<file path="src/rtl/register_write_demux.sv">
// Write side of the register bank: decodes wr_addr and loads wr_data into one register.
// Latency: written data, sel_onehot and wr_ack all appear one clk edge after wr_en is sampled.
// Backpressure: none; a write is accepted every cycle, and clear takes priority over any write.
module register_write_demux #(
    parameter int WIDTH     = 32,
    parameter int ADDR_BITS = 5,
    parameter int ZERO_REG  = 1,
    localparam int NUM_REGS = 2 ** ADDR_BITS
) (
    input  logic                      clk,
    input  logic                      reset_n,
    input  logic                      clear,
    input  logic                      wr_en,
    input  logic [ADDR_BITS-1:0]      wr_addr,
    input  logic [WIDTH-1:0]          wr_data,
    output logic [NUM_REGS*WIDTH-1:0] regs_flat,
    output logic [NUM_REGS-1:0]       sel_onehot,
    output logic                      wr_ack,
    output logic                      wr_dropped
);

    logic [NUM_REGS-1:0] dec;
    logic                wr_drop;
    logic                wr_commit;
    logic [WIDTH-1:0]    regs [NUM_REGS];

    assign dec       = wr_en ? (NUM_REGS'(1) << wr_addr) : '0;
    assign wr_drop   = wr_en && (ZERO_REG != 0) && (wr_addr == '0);
    assign wr_commit = wr_en && !wr_drop;

    genvar gi;
    generate
        for (gi = 0; gi < NUM_REGS; gi++) begin : g_reg
            if (gi == 0 && ZERO_REG != 0) begin : g_zero
                // Hardwired zero register: no storage at all.
                assign regs[gi] = '0;
            end else begin : g_store
                always_ff @(posedge clk or negedge reset_n) begin
                    if (!reset_n) begin
                        regs[gi] <= '0;
                    end else if (clear) begin
                        regs[gi] <= '0;
                    end else if (wr_commit && dec[gi]) begin
                        regs[gi] <= wr_data;
                    end
                end
            end
            assign regs_flat[gi*WIDTH +: WIDTH] = regs[gi];
        end
    endgenerate

    // Status flags reflect only the edge just taken; they never stretch.
    always_ff @(posedge clk or negedge reset_n) begin
        if (!reset_n) begin
            sel_onehot <= '0;
            wr_ack     <= 1'b0;
            wr_dropped <= 1'b0;
        end else if (clear) begin
            sel_onehot <= '0;
            wr_ack     <= 1'b0;
            wr_dropped <= 1'b0;
        end else begin
            sel_onehot <= wr_commit ? dec : '0;
            wr_ack     <= wr_commit;
            wr_dropped <= wr_drop;
        end
    end

endmodule
</file>
<file path="config.mk">
export PLATFORM = sky130hd
export DESIGN_NAME = register_write_demux
export DESIGN_NICKNAME = d
export VERILOG_FILES = /design/src/rtl/register_write_demux.sv
export SDC_FILE = /design/constraint.sdc
export NUM_CORES = 1
export LEC_CHECK = 0
export CAP_MARGIN = 0
export CORE_AREA = 5 5 441 443
export DETAILED_ROUTE_END_ITERATION = 8
export DIE_AREA = 0 0 446 448
export GPL_TIMING_DRIVEN = 1
export PLACE_DENSITY = 0.43
export RECOVER_POWER = 25
export REMOVE_ABC_BUFFERS = 1
export SYNTH_ARGS = -nofsm -noshare
export SYNTH_HDL_FRONTEND = slang
export SYNTH_SLANG_ARGS = --single-unit
</file>
<file path="constraint.sdc">
create_clock -name clk -period 1.1 [get_ports clk]
set_clock_uncertainty 0.1 [all_clocks]
set_input_delay 0.165 -clock clk [delete_from_list [all_inputs] [get_ports clk]]
set_output_delay 0.165 -clock clk [all_outputs]
set_load 0.02 [all_outputs]
</file>
Yosys cells after proc, flatten, opt, wreduce, memory -nomap -nowiden
Cells that the tools add are included.
{ "op_classes": {"n_addsub": 0, "mul": 0, "div_mod_pow": 0, "n_lt_le_gt_ge": 0, "n_eq_ne": 0, "n_shift": 1, "n_mux": 67, "bitwise": 0, "reduce_logical": 66} }
{ "op_table": {"columns": ["cell", "count"], "rows": [
  ["$mux 32", 65],
  ["$reduce_bool 2->1", 31],
  ["$logic_and 1x1->1", 33],
  ["$shl 1x5->32 const A", 1],
  ["$logic_not 5->1", 1],
  ["$mux 1", 2],
  ["$logic_not 1->1", 1]
]} }
{ "word_totals": {"ff_bits": 1026, "latch_bits": 0, "mem_bits_rw": 0, "rom_bits": 0, "out_inout_bits": 1058, "word_cells": 168, "mem_count": 0} }

Logic depth before layout (Yosys ltp)
Gate-level depths: netlist of the first run.
{ "logic_depth": {"ltp_word": 7, "mapped_depth": 7, "mapped_depth_nobuf": 3} }

Worst setup path after synthesis of the first run
Ideal clock, no wire load.
{ "synth_timing": {"path_kind": "input to register", "startpoint": "input port wr_addr[4]", "endpoint": "register regs (netlist bit regs_flat[568])", "arrival_ns": 1.288, "t_required_ns": 0.878, "path_slack_ns": -0.410, "cell_stages": 7, "path_buffers": 4, "cell_sequence": "buf_4 > nor2b_1 > and2_1 > buf_2 > buf_4 > buf_2 > a32o_1"} }
{ "synth_via": {"elab_chain_cells": 6, "elab_cells_between_ends": 8, "classes_between": "shift: 1; mux: 1; reduce/logical: 6"} }
{ "synth_rtl": {"columns": ["element", "line_no", "rtl"], "rows": [
  ["from (decl)", "14", "input logic [ADDR_BITS-1:0] wr_addr,"],
  ["$logic_not 5->1", "28", "assign wr_drop = wr_en && (ZERO_REG != 0) && (wr_addr == '0);"],
  ["$logic_and 1x1->1", "28", null],
  ["$logic_not 1->1", "29", "assign wr_commit = wr_en && !wr_drop;"],
  ["$logic_and 1x1->1", "29", null],
  ["$logic_and 1x1->1 (*)", "43", "end else if (wr_commit && dec[gi]) begin"],
  ["$reduce_bool 2->1 (no source line) (*)", null, null],
  ["to (signal, indexed assignment)", "44", "regs[gi] <= wr_data;"],
  ["to (decl)", "25", "logic [WIDTH-1:0] regs [NUM_REGS];"]
]} }
Mark *: on every way between the ends. The rest lies on a longest branch, timed or not.
A chain may end at the register's enable or synchronous reset.

Worst setup path in the final report of the first run
{ "layout_timing": {"startpoint": "input port wr_addr[3]", "endpoint": "register regs (netlist bit regs_flat[709])"} }
Same word-level chain as after synthesis.

==> reports/metrics.cfg, run 1 <==
[cts]
cts_sinks=1026
cts_buffers=121
tritoncts=yes
cts_root_buf=clkbuf_16
htree_levels=3
clkTransAtPathRegs_ns=0.06
clock_latency_ns=0.75
clock_path_buffers=3

[setup_path]
crit_path_end_kind=register
crit_chain=dlymetal6s2s_1 > dlygate4sd3_1 > buf_4 > nor2b_1 > buf_12 > nand4_4 > buf_12 > mux2i_1
worstPathArrival_ns=2.23
critPathLaunchType=input pin
critPathKind=in -> reg
required_ns=1.62
slowest_delay_ns=0.68
crit_path_frequent_cell=buf_12
cp_slowest_cell=dlygate4sd3_1
path_max_fanout=19

[logic_synthesis]
synthTopCellsByCount=1026 x dfrtp_1, 835 x nand2b_1, 800 x mux2i_1
syn_inst=3328
synth.cell_area_mm2=0.0434
synth.most_common_cell=dfrtp_1
yosys.area.top_type=dfrtp_1
synth-edff-count=0
ys_seq_area_frac=0.592
synth_warnings=0
post_synth.cell_area_avg_um2=13.0
synth_cell_types=39
ys_ff_latch=1026
synth_top_area_share=0.592
async_flop_share=1.00
ys_top_cells_by_area=dfrtp_1 59%, mux2i_1 18%, nand2b_1 12%
synth_ff_type=dfrtp_1

[route]
drt_pass1_iterations=5
drt_iter0_markers=1994
via_per_inst=4.38
wl_per_cell_um=28.7
num_vias=33100
drt.antenna.violating_nets=0
totalWireLength_mm=216
drc=0

[timing]
min_period_ns=1.71
period_share=1.55
setup_viol=2245
worst_pin_slew_ns=0.624
finalMaxSlewViolations=0
hold_ws_ns=0.0153
finalHoldViolations=0
fin_ws_ns=-0.610
fmax_mhz=585
slew_headroom=0.583
rsz0062_at_grt=yes

[place]
io_buffers=1066
pre_cts_ws_ns=-1.07
gp_congestion=0.793
placed_cells_incl_taps=6942
place_area_mm2=0.0620
dp_hpwl_mm=154

[layout]
area.growth.synth_to_final_pct=62.5
layout.cells.non_filler=7542
finalInstanceArea_mm2=0.0704
drive_above_1_share=0.402
fin_nets=4964
fillCellCount=18600
final_util=0.372

[floorplanning]
die_h_um=448
design.core.area_mm2=0.190
io_pins=1099
dieArea_mm2=0.200
die_w_um=446
num_rows=160
start_util=0.229

[power_and_ir_drop]
peakVddDrop_v=0.00123
p_per_area_mw_per_mm2=1220
leakage_nw=37.5

[status]
failed_checks=negative setup slack
outcome=complete, but fails checks

[global_route]
grt_pass1_vias=32900
grt_max_degree=101
grt_overflow=0
antenna_found_initial=13
grt.total_usage=0.205
grt_pass1_wl_mm=287

[hold_path]
hold_class=in -> reg

[run]
drv_cap=0

## critical path, delay by kind of cell
family	cells	cell delay, ns
buffers and inverters	5	1.43
AND/OR/NAND/NOR	2	0.36
multiplexers	1	0.17
## stage by stage
stage / setup TNS, ns / total power [mW]
2_1_floorplan: -960.86 / 40.8
4_1_cts: -819.50 / 87.5
3_5_place_dp: -1053.44 / 45.8
5_1_grt: -940.96 / 89.2
6_report: -866.04 / 86.2
3_3_place_gp: -1041.73 / 45.8
## cell families after synthesis
group,after synthesis,synth area share
DFF,1026,0.592
and+or+nand+nor,930,0.135
muxes,800,0.185
buffers and inverters,373,0.0432
AOI/OAI and AO/OA,198,0.0452
other,1,0.0000865
## routing by layer
metal,track usage,share of wire
met1,0.250,0.41
met2,0.359,0.50
met3,0.0404,0.049
met4,0.0770,0.043
met5,0,0.00019
## registers in the layout, indices dropped and copies added (netlist names)
signal / cells
regs_flat: 992
sel_onehot: 32
wr_ack: 1
wr_dropped: 1
## final timing paths
kind	start	to	slack, ns	cells past startpoint
worst max-delay path	wr_addr[3]	regs_flat[709]	-0.61	8
worst min-delay path	wr_addr[0]	wr_ack	0.02	5
worst max register to register	regs_flat[619]	regs_flat[619]	-0.07	4
worst min register to register	regs_flat[463]	regs_flat[463]	0.41	1
max in group asynchronous	reset_n	regs_flat[960]	-0.13	4
min in group asynchronous	reset_n	regs_flat[243]	0.36	3
## cell type report
cell class | count | area, µm² | area share
clock buffers | 189 | 3680 | 0.0522
multi-input cells | 1961 | 16200 | 0.230
well taps | 2511 | 3140 | 0.0446
flip-flops and latches | 1026 | 25700 | 0.365
diodes | 9 | 22.5 | 0.000320
clock inverters | 33 | 329 | 0.00467
repair buffers | 1813 | 21400 | 0.304
## power by group
part | switching, mW | internal (mW) | total [mW] | leakage [nW]
logic | 4.24 | 2.78 | 7.02 | 21.2
registers | 0.234 | 38.0 | 38.3 | 14.3
clock network | 17.1 | 23.8 | 40.9 | 1.98
total | 21.6 | 64.6 | 86.2 | 37.5
## cells in the final DEF (no fill, tap or decap), types with 4 or more instances in the layout
master           netlist  layout
and3_1                 4       4
nand2b_1             835     833
a21oi_4                0       6
conb_1                 1      33
buf_2                 79       7
buf_6                 17     793
nor3_1                 6       6
inv_6                  0       4
nand2_1               20       7
a32o_1               192     192
buf_12                 0     363
dfrtp_2                0      18
buf_4                 66     584
clkbuf_1             207      31
and2_1                 6       4
dlymetal6s2s_1         0       6
clkinv_2               0      18
mux2i_1              800     799
clkbuf_8               0      36
dfrtp_1             1026    1008
buf_8                  0       4
diode_2                0       9
clkbuf_16              0     127
nand2_4                0      19
dlygate4sd3_1          0      13
bufinv_16              0       4
nor2_1                17      17
clkdlybuf4s50_1        0      32
## repair_timing
item,4_1_cts,5_1_grt
setup endpoints to repair,1991,2051
cloned,0,6
gates resized for setup,2850,782
buffers inserted,65,284
pin swaps,0,2
hold buffers,7,7
endpoints found under the hold margin,1055,12
No activity file was read; power rests on OpenSTA's default activity.
==> inputs of run 2 (changes only) <==
--- a/config.mk
+++ b/config.mk
@@ -7,6 +7,7 @@
 export LEC_CHECK = 0
 export CAP_MARGIN = 0
 export CORE_AREA = 5 5 441 443
+export CTS_CLUSTER_DIAMETER = 200
 export DETAILED_ROUTE_END_ITERATION = 8
 export DIE_AREA = 0 0 446 448
 export GPL_TIMING_DRIVEN = 1
==> results of run 2 <==
Final layout, timing and power as in run 1 (identical DEF).
